`src/rtl/shift_add_mult_ctrl_pkg.sv`:
```
// Shared types for the shift-and-add multiplier.
// State encoding and counter width helper.
package shift_add_mult_ctrl_pkg;

  typedef enum logic [1:0] {
    IDLE = 2'b00,
    RUN  = 2'b01,
    DONE = 2'b10
  } state_t;

  function automatic int cnt_w(input int w);
    return $clog2(w) + 1;
  endfunction

endpackage

```
`src/rtl/shift_add_mult_ctrl_shl.sv`:
```
// Single-bit left shift, zero fill in LSB.
// Drives the multiplicand next-state path.
module shift_left_1 #(
  parameter int W = 32
) (
  input  logic [W-1:0] d,
  output logic [W-1:0] q
);

  assign q = {d[W-2:0], 1'b0};

endmodule

```
`src/rtl/shift_add_mult_ctrl.sv`:
```
// Multi-cycle unsigned shift-and-add multiplier.
// Fixed W-cycle latency, one op in flight.
module shift_add_mult_ctrl
  import shift_add_mult_ctrl_pkg::*;
#(
  parameter int W = 16
) (
  input  logic           clk,
  input  logic           rst_n,
  input  logic           start,
  input  logic [W-1:0]   multiplicand,
  input  logic [W-1:0]   multiplier,
  output logic           ready,
  output logic           busy,
  output logic           done,
  output logic [2*W-1:0] product
);

  localparam int CNT_W = cnt_w(W);

  state_t state, state_nxt;

  logic [2*W-1:0] mcand;
  logic [2*W-1:0] mcand_shl;
  logic [2*W-1:0] acc;
  logic [2*W-1:0] acc_sum;
  logic [W-1:0]   mplier;
  logic [CNT_W-1:0] cnt;
  logic           last;

  shift_left_1 #(
    .W(2*W)
  ) u_shl (
    .d(mcand),
    .q(mcand_shl)
  );

  assign acc_sum = mplier[0] ? acc + mcand : acc;
  assign last    = (cnt == CNT_W'(W-1));

  // State register.
  always_ff @(posedge clk) begin
    if (!rst_n) state <= IDLE;
    else        state <= state_nxt;
  end

  // Next state and handshake outputs.
  always_comb begin
    state_nxt = state;
    ready     = 1'b0;
    busy      = 1'b0;
    done      = 1'b0;
    unique case (state)
      IDLE: begin
        ready = 1'b1;
        if (start) state_nxt = RUN;
      end
      RUN: begin
        busy = 1'b1;
        if (last) state_nxt = DONE;
      end
      DONE: begin
        done      = 1'b1;
        state_nxt = IDLE;
      end
      default: state_nxt = IDLE;
    endcase
  end

  // Operand load, iteration datapath and result capture.
  always_ff @(posedge clk) begin
    if (!rst_n) begin
      mcand   <= '0;
      mplier  <= '0;
      acc     <= '0;
      cnt     <= '0;
      product <= '0;
    end else if (state == IDLE) begin
      if (start) begin
        mcand  <= {{W{1'b0}}, multiplicand};
        mplier <= multiplier;
        acc    <= '0;
        cnt    <= '0;
      end
    end else if (state == RUN) begin
      acc    <= acc_sum;
      mcand  <= mcand_shl;
      mplier <= mplier >> 1;
      cnt    <= cnt + 1'b1;
      if (last) product <= acc_sum;
    end
  end

endmodule

```
`config.mk`:
```
export PLATFORM = sky130hd
export DESIGN_NAME = shift_add_mult_ctrl
export DESIGN_NICKNAME = d
export VERILOG_FILES = /design/src/rtl/shift_add_mult_ctrl_pkg.sv /design/src/rtl/shift_add_mult_ctrl_shl.sv /design/src/rtl/shift_add_mult_ctrl.sv
export SDC_FILE = /design/constraint.sdc
export NUM_CORES = 1
export LEC_CHECK = 0
export ABC_AREA = 1
export ABC_CLOCK_PERIOD_IN_PS = 5230
export CORE_MARGIN = 2
export CORE_UTILIZATION = 55
export DETAILED_ROUTE_END_ITERATION = 8
export PLACE_DENSITY = 0.77
export SYNTH_ARGS = -nofsm -noshare
export SYNTH_HDL_FRONTEND = slang
export SYNTH_SLANG_ARGS = --single-unit
```
`constraint.sdc`:
```
create_clock -name clk -period 5.23 [get_ports clk]
set_clock_uncertainty 0.05 [all_clocks]
set_input_delay 1.046 -clock clk [delete_from_list [all_inputs] [get_ports clk]]
set_output_delay 1.046 -clock clk [all_outputs]
set_load 0.1 [all_outputs]
```
* Word level (Yosys, flattened, before mapping)
Index checks and enable logic that the tools add are counted.
Storage, ports and cells: flip-flop bits (word level) 119, output and inout bits 35, logic and storage cells 38
Cells by class: $add $sub $neg 2, equal/unequal tests 5, muxes and demuxes 19, bitwise logic cells 1, reductions and logical operators 5
Operators with widths (count):
- $mux 32 | 7
- $mux 16 | 3
- $add 32x32->32 | 1
- $mux 5 | 3
- $add 5x1->5 const B | 1
- $eq 5x4->1 const B | 1
- $mux 2 | 2
- $ne 2x2->1 const B | 2
- $pmux 2 s2 | 1
- $reduce_and 2->1 | 2
- $mux 1 | 3
- $reduce_and 3->1 | 1
- $eq 2x1->1 const B | 1
- $eq 2x2->1 const B | 1
- $logic_not 2->1 | 1
- $reduce_bool 2->1 | 1
- $not 1->1 | 1

* Depth between registers and ports, before layout
word-level depth 4, gate-level depth with buffers 15, mapped depth without buffers 15

* By module
A second synthesis with hierarchy kept.
Unflattened totals: cell total of the unflattened synthesis 1245, area, all modules 7734.9 sq um
By module, submodules not included:
- shift_add_mult_ctrl | instances 1, cells an instance 1212, area an instance 7490.9 sq um
- shift_left_1 | instances 1, cells an instance 33, area an instance 244.0 sq um

* Least setup slack after synthesis
Ideal clock, no wire load.
kind register -> output, start point register state[0], end point output done, data arrival time 1897 ps, data required time 4134 ps, slack 2237 ps, stages on the path, launching flop included 4, buffers on the path 2, path through dfxtp_1 buf_2 clkbuf_1 nor2_1
On the way: longest elaborated chain between the ends 2
Ends and longest elaborated chain:
- start, declared | RTL line shift_add_mult_ctrl.sv:21 | state_t state, state_nxt;
- start signal, assigned | RTL line shift_add_mult_ctrl.sv:44 | else state <= state_nxt;
- $eq 2x2->1 | RTL line shift_add_mult_ctrl.sv:53 | unique case (state)
- $mux 1 | RTL line shift_add_mult_ctrl.sv:53
- end, declared | RTL line shift_add_mult_ctrl.sv:15 | output logic done,
Every way passes these cells.

* Worst setup path in the final report
start point register state[1], end point output ready
On the way: longest elaborated chain between the ends 2
Ends and longest elaborated chain:
- $logic_not 2->1 | RTL line shift_add_mult_ctrl.sv:53
- $mux 1 | RTL line shift_add_mult_ctrl.sv:53
- end, declared | RTL line shift_add_mult_ctrl.sv:13 | output logic ready,
Every way passes these cells.

==> impl_metrics.sql <==
INSERT INTO impl_metrics (metric_group, metric, value, unit) VALUES
('power_and_ir_drop', 'seqPwrFrac', '38.1', '%'),
('power_and_ir_drop', 'leakage', '3.97', 'nW'),
('routing', 'final_antenna_violating_net_count', '0', ''),
('worst_hold_path', 'min-delay-path-class', 'reg2reg', ''),
('timing', 'max_slew_headroom', '17.6', '%'),
('global_routing', 'grt_pass1_vias', '6363', ''),
('flow_run', 'maxCapViolations', '0', ''),
('finish', 'antennaDiodeCount', '0', ''),
('worst_hold_path', 'worst_hold_startpoint', 'mplier[15]', ''),
('setup_path', 'worst-setup-path-type', 'reg2out', ''),
('setup_path', 'critPathCaptureType', 'output port', ''),
('floorplanning', 'chipHeight', '120', 'µm'),
('global_routing', 'largest_net_degree_at_the_start_of_global_routing', '63', ''),
('logic_synthesis', 'synth_nets', '1212', ''),
('routing', 'dr_total_vias', '7317', ''),
('floorplanning', 'floorplan.initialDensity', '55.9', '%'),
('placed_design', 'detailed_place.area', '0.00812', 'mm²'),
('setup_path', 'crit_path_start_kind', 'register', ''),
('global_routing', 'global_route.usage.total', '27.8', '%'),
('routing', 'remaining_drc_errors', '0', ''),
('clocking', 'worst_skew_pair.late_latency', '420', 'ps'),
('clocking', 'path_clk_slew', '60', 'ps'),
('clocking', 'cts_inserted_buffers', '17', ''),
('setup_path', 'req_time_crit_path', '4130', 'ps'),
('clocking', 'clock_tree.buffer_depth', '2', ''),
('power_and_ir_drop', 'p_comb_share', '13.7', '%'),
('logic_synthesis', 'synthCells', '1143', ''),
('finish', 'layout.core_utilization', '66.3', '%'),
('setup_path', 'crit_path_start', 'state[1]', ''),
('logic_synthesis', 'netlist_top_cells_area', 'sky130_fd_sc_hd__dfxtp_1 (32%), sky130_fd_sc_hd__nand2_1 (19%), sky130_fd_sc_hd__a21oi_1 (7.7%), sky130_fd_sc_hd__inv_1 (7.2%), sky130_fd_sc_hd__ha_1 (5.6%)', ''),
('timing', 'tns', '0', 'ps'),
('routing', 'routed_wirelength', '19.7', 'mm'),
('clocking', 'cts_repair_resize_count', '0', ''),
('power_and_ir_drop', 'internal_power', '1.87', 'mW'),
('outcome', 'run_status', 'completed', ''),
('logic_synthesis', 'netlist-cell-type-count', '34', ''),
('logic_synthesis', 'total_number_of_yosys_warnings', '0', ''),
('placed_design', 'io_buffers', '69', ''),
('setup_path', 'critical_path_peak_fanout', '32', ''),
('finish', 'final_layout_size_suffix_gt1_share', '10.6', '%'),
('placed_design', 'placement.setup.worst_slack', '1550', 'ps'),
('global_routing', 'grt_antenna_before_repair', '0', ''),
('floorplanning', 'floorplan.core_area', '0.0132', 'mm²'),
('floorplanning', 'die_area', '0.0144', 'mm²'),
('floorplanning', 'num_rows', '42', ''),
('logic_synthesis', 'synth_largest_area_cell', 'sky130_fd_sc_hd__dfxtp_1', ''),
('timing', 'worst_pin_slew', '1230', 'ps'),
('global_routing', 'grt_pass1_wl', '31.8', 'mm'),
('global_routing', 'residual_overflow_from_global_routing', '0', ''),
('clocking', 'postCtsSetupRepairBufs', '0', ''),
('setup_path', 'critPathArrivalTime', '3040', 'ps'),
('timing', 'layout_worst_path_cycle_share', '79.1', '%'),
('routing', 'avgRoutedWirePerCell', '14.3', 'µm'),
('clocking', 'clk_root_buffer_cell', 'sky130_fd_sc_hd__clkbuf_16', ''),
('timing', 'rsz0062_at_grt', 'no', ''),
('setup_path', 'worst_r2r_startpoint', 'state[0]', ''),
('clocking', 'h_tree_depth', '4', ''),
('power_and_ir_drop', 'max-vdd-ir-drop', '0.340', 'mV'),
('logic_synthesis', 'post_synth.cell_area_avg', '6.46', 'µm²'),
('timing', 'setup_viol_count_final', '0', ''),
('finish', 'final_nets', '1260', ''),
('floorplanning', 'fp.dieW', '120', 'µm'),
('routing', 'drt_pass1_iterations', '6', ''),
('timing', 'report.final.slew_viol_count', '0', ''),
('logic_synthesis', 'synth-seq-area-share', '32.3', '%'),
('timing', 'layout_setup_ws', '1090', 'ps'),
('clocking', 'cts_num_sinks', '119', ''),
('logic_synthesis', 'synth_largest_type_area_fraction', '32.3', '%'),
('clocking', 'clock_tree_from_tritoncts', 'done', ''),
('routing', 'first_iter_violations', '650', ''),
('clocking', 'hold_buffers', '0', '');
layout by cell type (no fill, tap or decap), types with 3 or more instances in the layout:
cell,instances
sky130_fd_sc_hd__nand3_2,21
sky130_fd_sc_hd__or2_2,21
sky130_fd_sc_hd__dfxtp_1,119
sky130_fd_sc_hd__inv_2,6
sky130_fd_sc_hd__o21ai_1,15
sky130_fd_sc_hd__clkbuf_16,17
sky130_fd_sc_hd__o22ai_1,30
sky130_fd_sc_hd__nand2_2,17
sky130_fd_sc_hd__buf_4,8
sky130_fd_sc_hd__inv_1,140
sky130_fd_sc_hd__nor3_1,3
sky130_fd_sc_hd__nor2_2,8
sky130_fd_sc_hd__nand2_1,378
sky130_fd_sc_hd__nand3_1,51
sky130_fd_sc_hd__a21oi_2,8
sky130_fd_sc_hd__o21ai_0,31
sky130_fd_sc_hd__nor2_4,3
sky130_fd_sc_hd__a21oi_1,114
sky130_fd_sc_hd__bufinv_16,4
sky130_fd_sc_hd__clkinvlp_4,5
sky130_fd_sc_hd__nor2_1,69
sky130_fd_sc_hd__clkdlybuf4s50_1,68
sky130_fd_sc_hd__ha_1,33
sky130_fd_sc_hd__xnor2_1,15
cells in the mapped netlist:
cell type	n
sky130_fd_sc_hd__nand2_1	378
sky130_fd_sc_hd__inv_1	141
sky130_fd_sc_hd__dfxtp_1	119
sky130_fd_sc_hd__a21oi_1	114
sky130_fd_sc_hd__nor2_1	70
sky130_fd_sc_hd__nand3_1	51
sky130_fd_sc_hd__ha_1	33
sky130_fd_sc_hd__o21ai_0	31
sky130_fd_sc_hd__o22ai_1	30
sky130_fd_sc_hd__clkbuf_1	25
sky130_fd_sc_hd__nand3_2	21
sky130_fd_sc_hd__or2_2	21
sky130_fd_sc_hd__nand2_2	17
sky130_fd_sc_hd__buf_2	15
sky130_fd_sc_hd__o21ai_1	15
sky130_fd_sc_hd__xnor2_1	15
sky130_fd_sc_hd__a21oi_2	8
sky130_fd_sc_hd__nor2_2	8
sky130_fd_sc_hd__inv_2	5
sky130_fd_sc_hd__buf_4	4
sky130_fd_sc_hd__nor3_1	3
sky130_fd_sc_hd__a21o_1	2
sky130_fd_sc_hd__buf_6	2
sky130_fd_sc_hd__nand3b_4	2
sky130_fd_sc_hd__nand4_1	2
sky130_fd_sc_hd__nor2_4	2
sky130_fd_sc_hd__o21bai_1	2
sky130_fd_sc_hd__a221oi_1	1
sky130_fd_sc_hd__and2_1	1
sky130_fd_sc_hd__buf_1	1
sky130_fd_sc_hd__fa_1	1
sky130_fd_sc_hd__mux2i_1	1
sky130_fd_sc_hd__nand2_4	1
sky130_fd_sc_hd__nor3_2	1
power groups by stage:
stage | combinational (mW) | clock [mW] | sequential [mW]
after floorplan | 0.263 | 0 | 0.984
after global placement | 0.340 | 0 | 0.996
after detailed placement | 0.344 | 0 | 0.997
after CTS | 0.348 | 1.25 | 0.978
after global routing | 0.383 | 1.29 | 0.983
final | 0.352 | 1.24 | 0.980
cell families (layout without fill, tap and decap cells):
| group | count (synthesis) | count (layout) | share of synthesized area (%) |
|---|---|---|---|
| buffers and inverters | 193 | 254 | 10.5 |
| AO/OA/AOI/OAI | 203 | 203 | 14.9 |
| AND/OR/NAND/NOR | 578 | 578 | 34.6 |
| adder cells (fa/ha/maj) | 34 | 34 | 5.87 |
| multiplexers | 1 | 1 | 0.136 |
| XOR/XNOR | 15 | 15 | 1.78 |
| flip-flops | 119 | 119 | 32.3 |
sequential cells by signal (all words and copies together) (netlist names):
signal and cells:
acc 32, mcand 32, product 32, mplier 16
cnt 5, state 2
per-stage QoR:
stage                     instances  power, mW  hold WS (ps)
final                          1380       2.57           412
after global routing           1380       2.66           444
after CTS                      1380       2.57           414
after detailed placement       1348       1.34           409
after global placement         1348       1.34           400
after floorplan                1143       1.25           390
worst paths after layout:
check / cells after the start / slack (ps) / endpoint
max reg2reg: 8 / 2480 / mplier[1]
min: 2 / 410 / mplier[15]
max: 2 / 1090 / ready
min reg2reg: 2 / 410 / mplier[15]
routing by layer:
layer | global-route usage [%] | share of wire (%)
met5 | 0 | 0
met4 | 8.60 | 1.9
met3 | 4.94 | 6.6
met2 | 40.4 | 42
met1 | 41.8 | 49
cell type report:
type / count / area [µm²] / share of cell area (%)
tap: 176 / 220 / 2.52
clock inverter: 15 / 203 / 2.32
inverter: 146 / 548 / 6.26
sequential: 119 / 2380 / 27.2
timing repair buffer: 76 / 741 / 8.46
clock buffer: 17 / 425 / 4.86
multi-input combinational: 831 / 4230 / 48.4
worst max-delay path, stage by stage, from the launching register on:
cell and delay, ps:
sky130_fd_sc_hd__dfxtp_1 360, sky130_fd_sc_hd__nor2_2 940, sky130_fd_sc_hd__clkdlybuf4s50_1 1320
(Power assumes the default switching activity.)
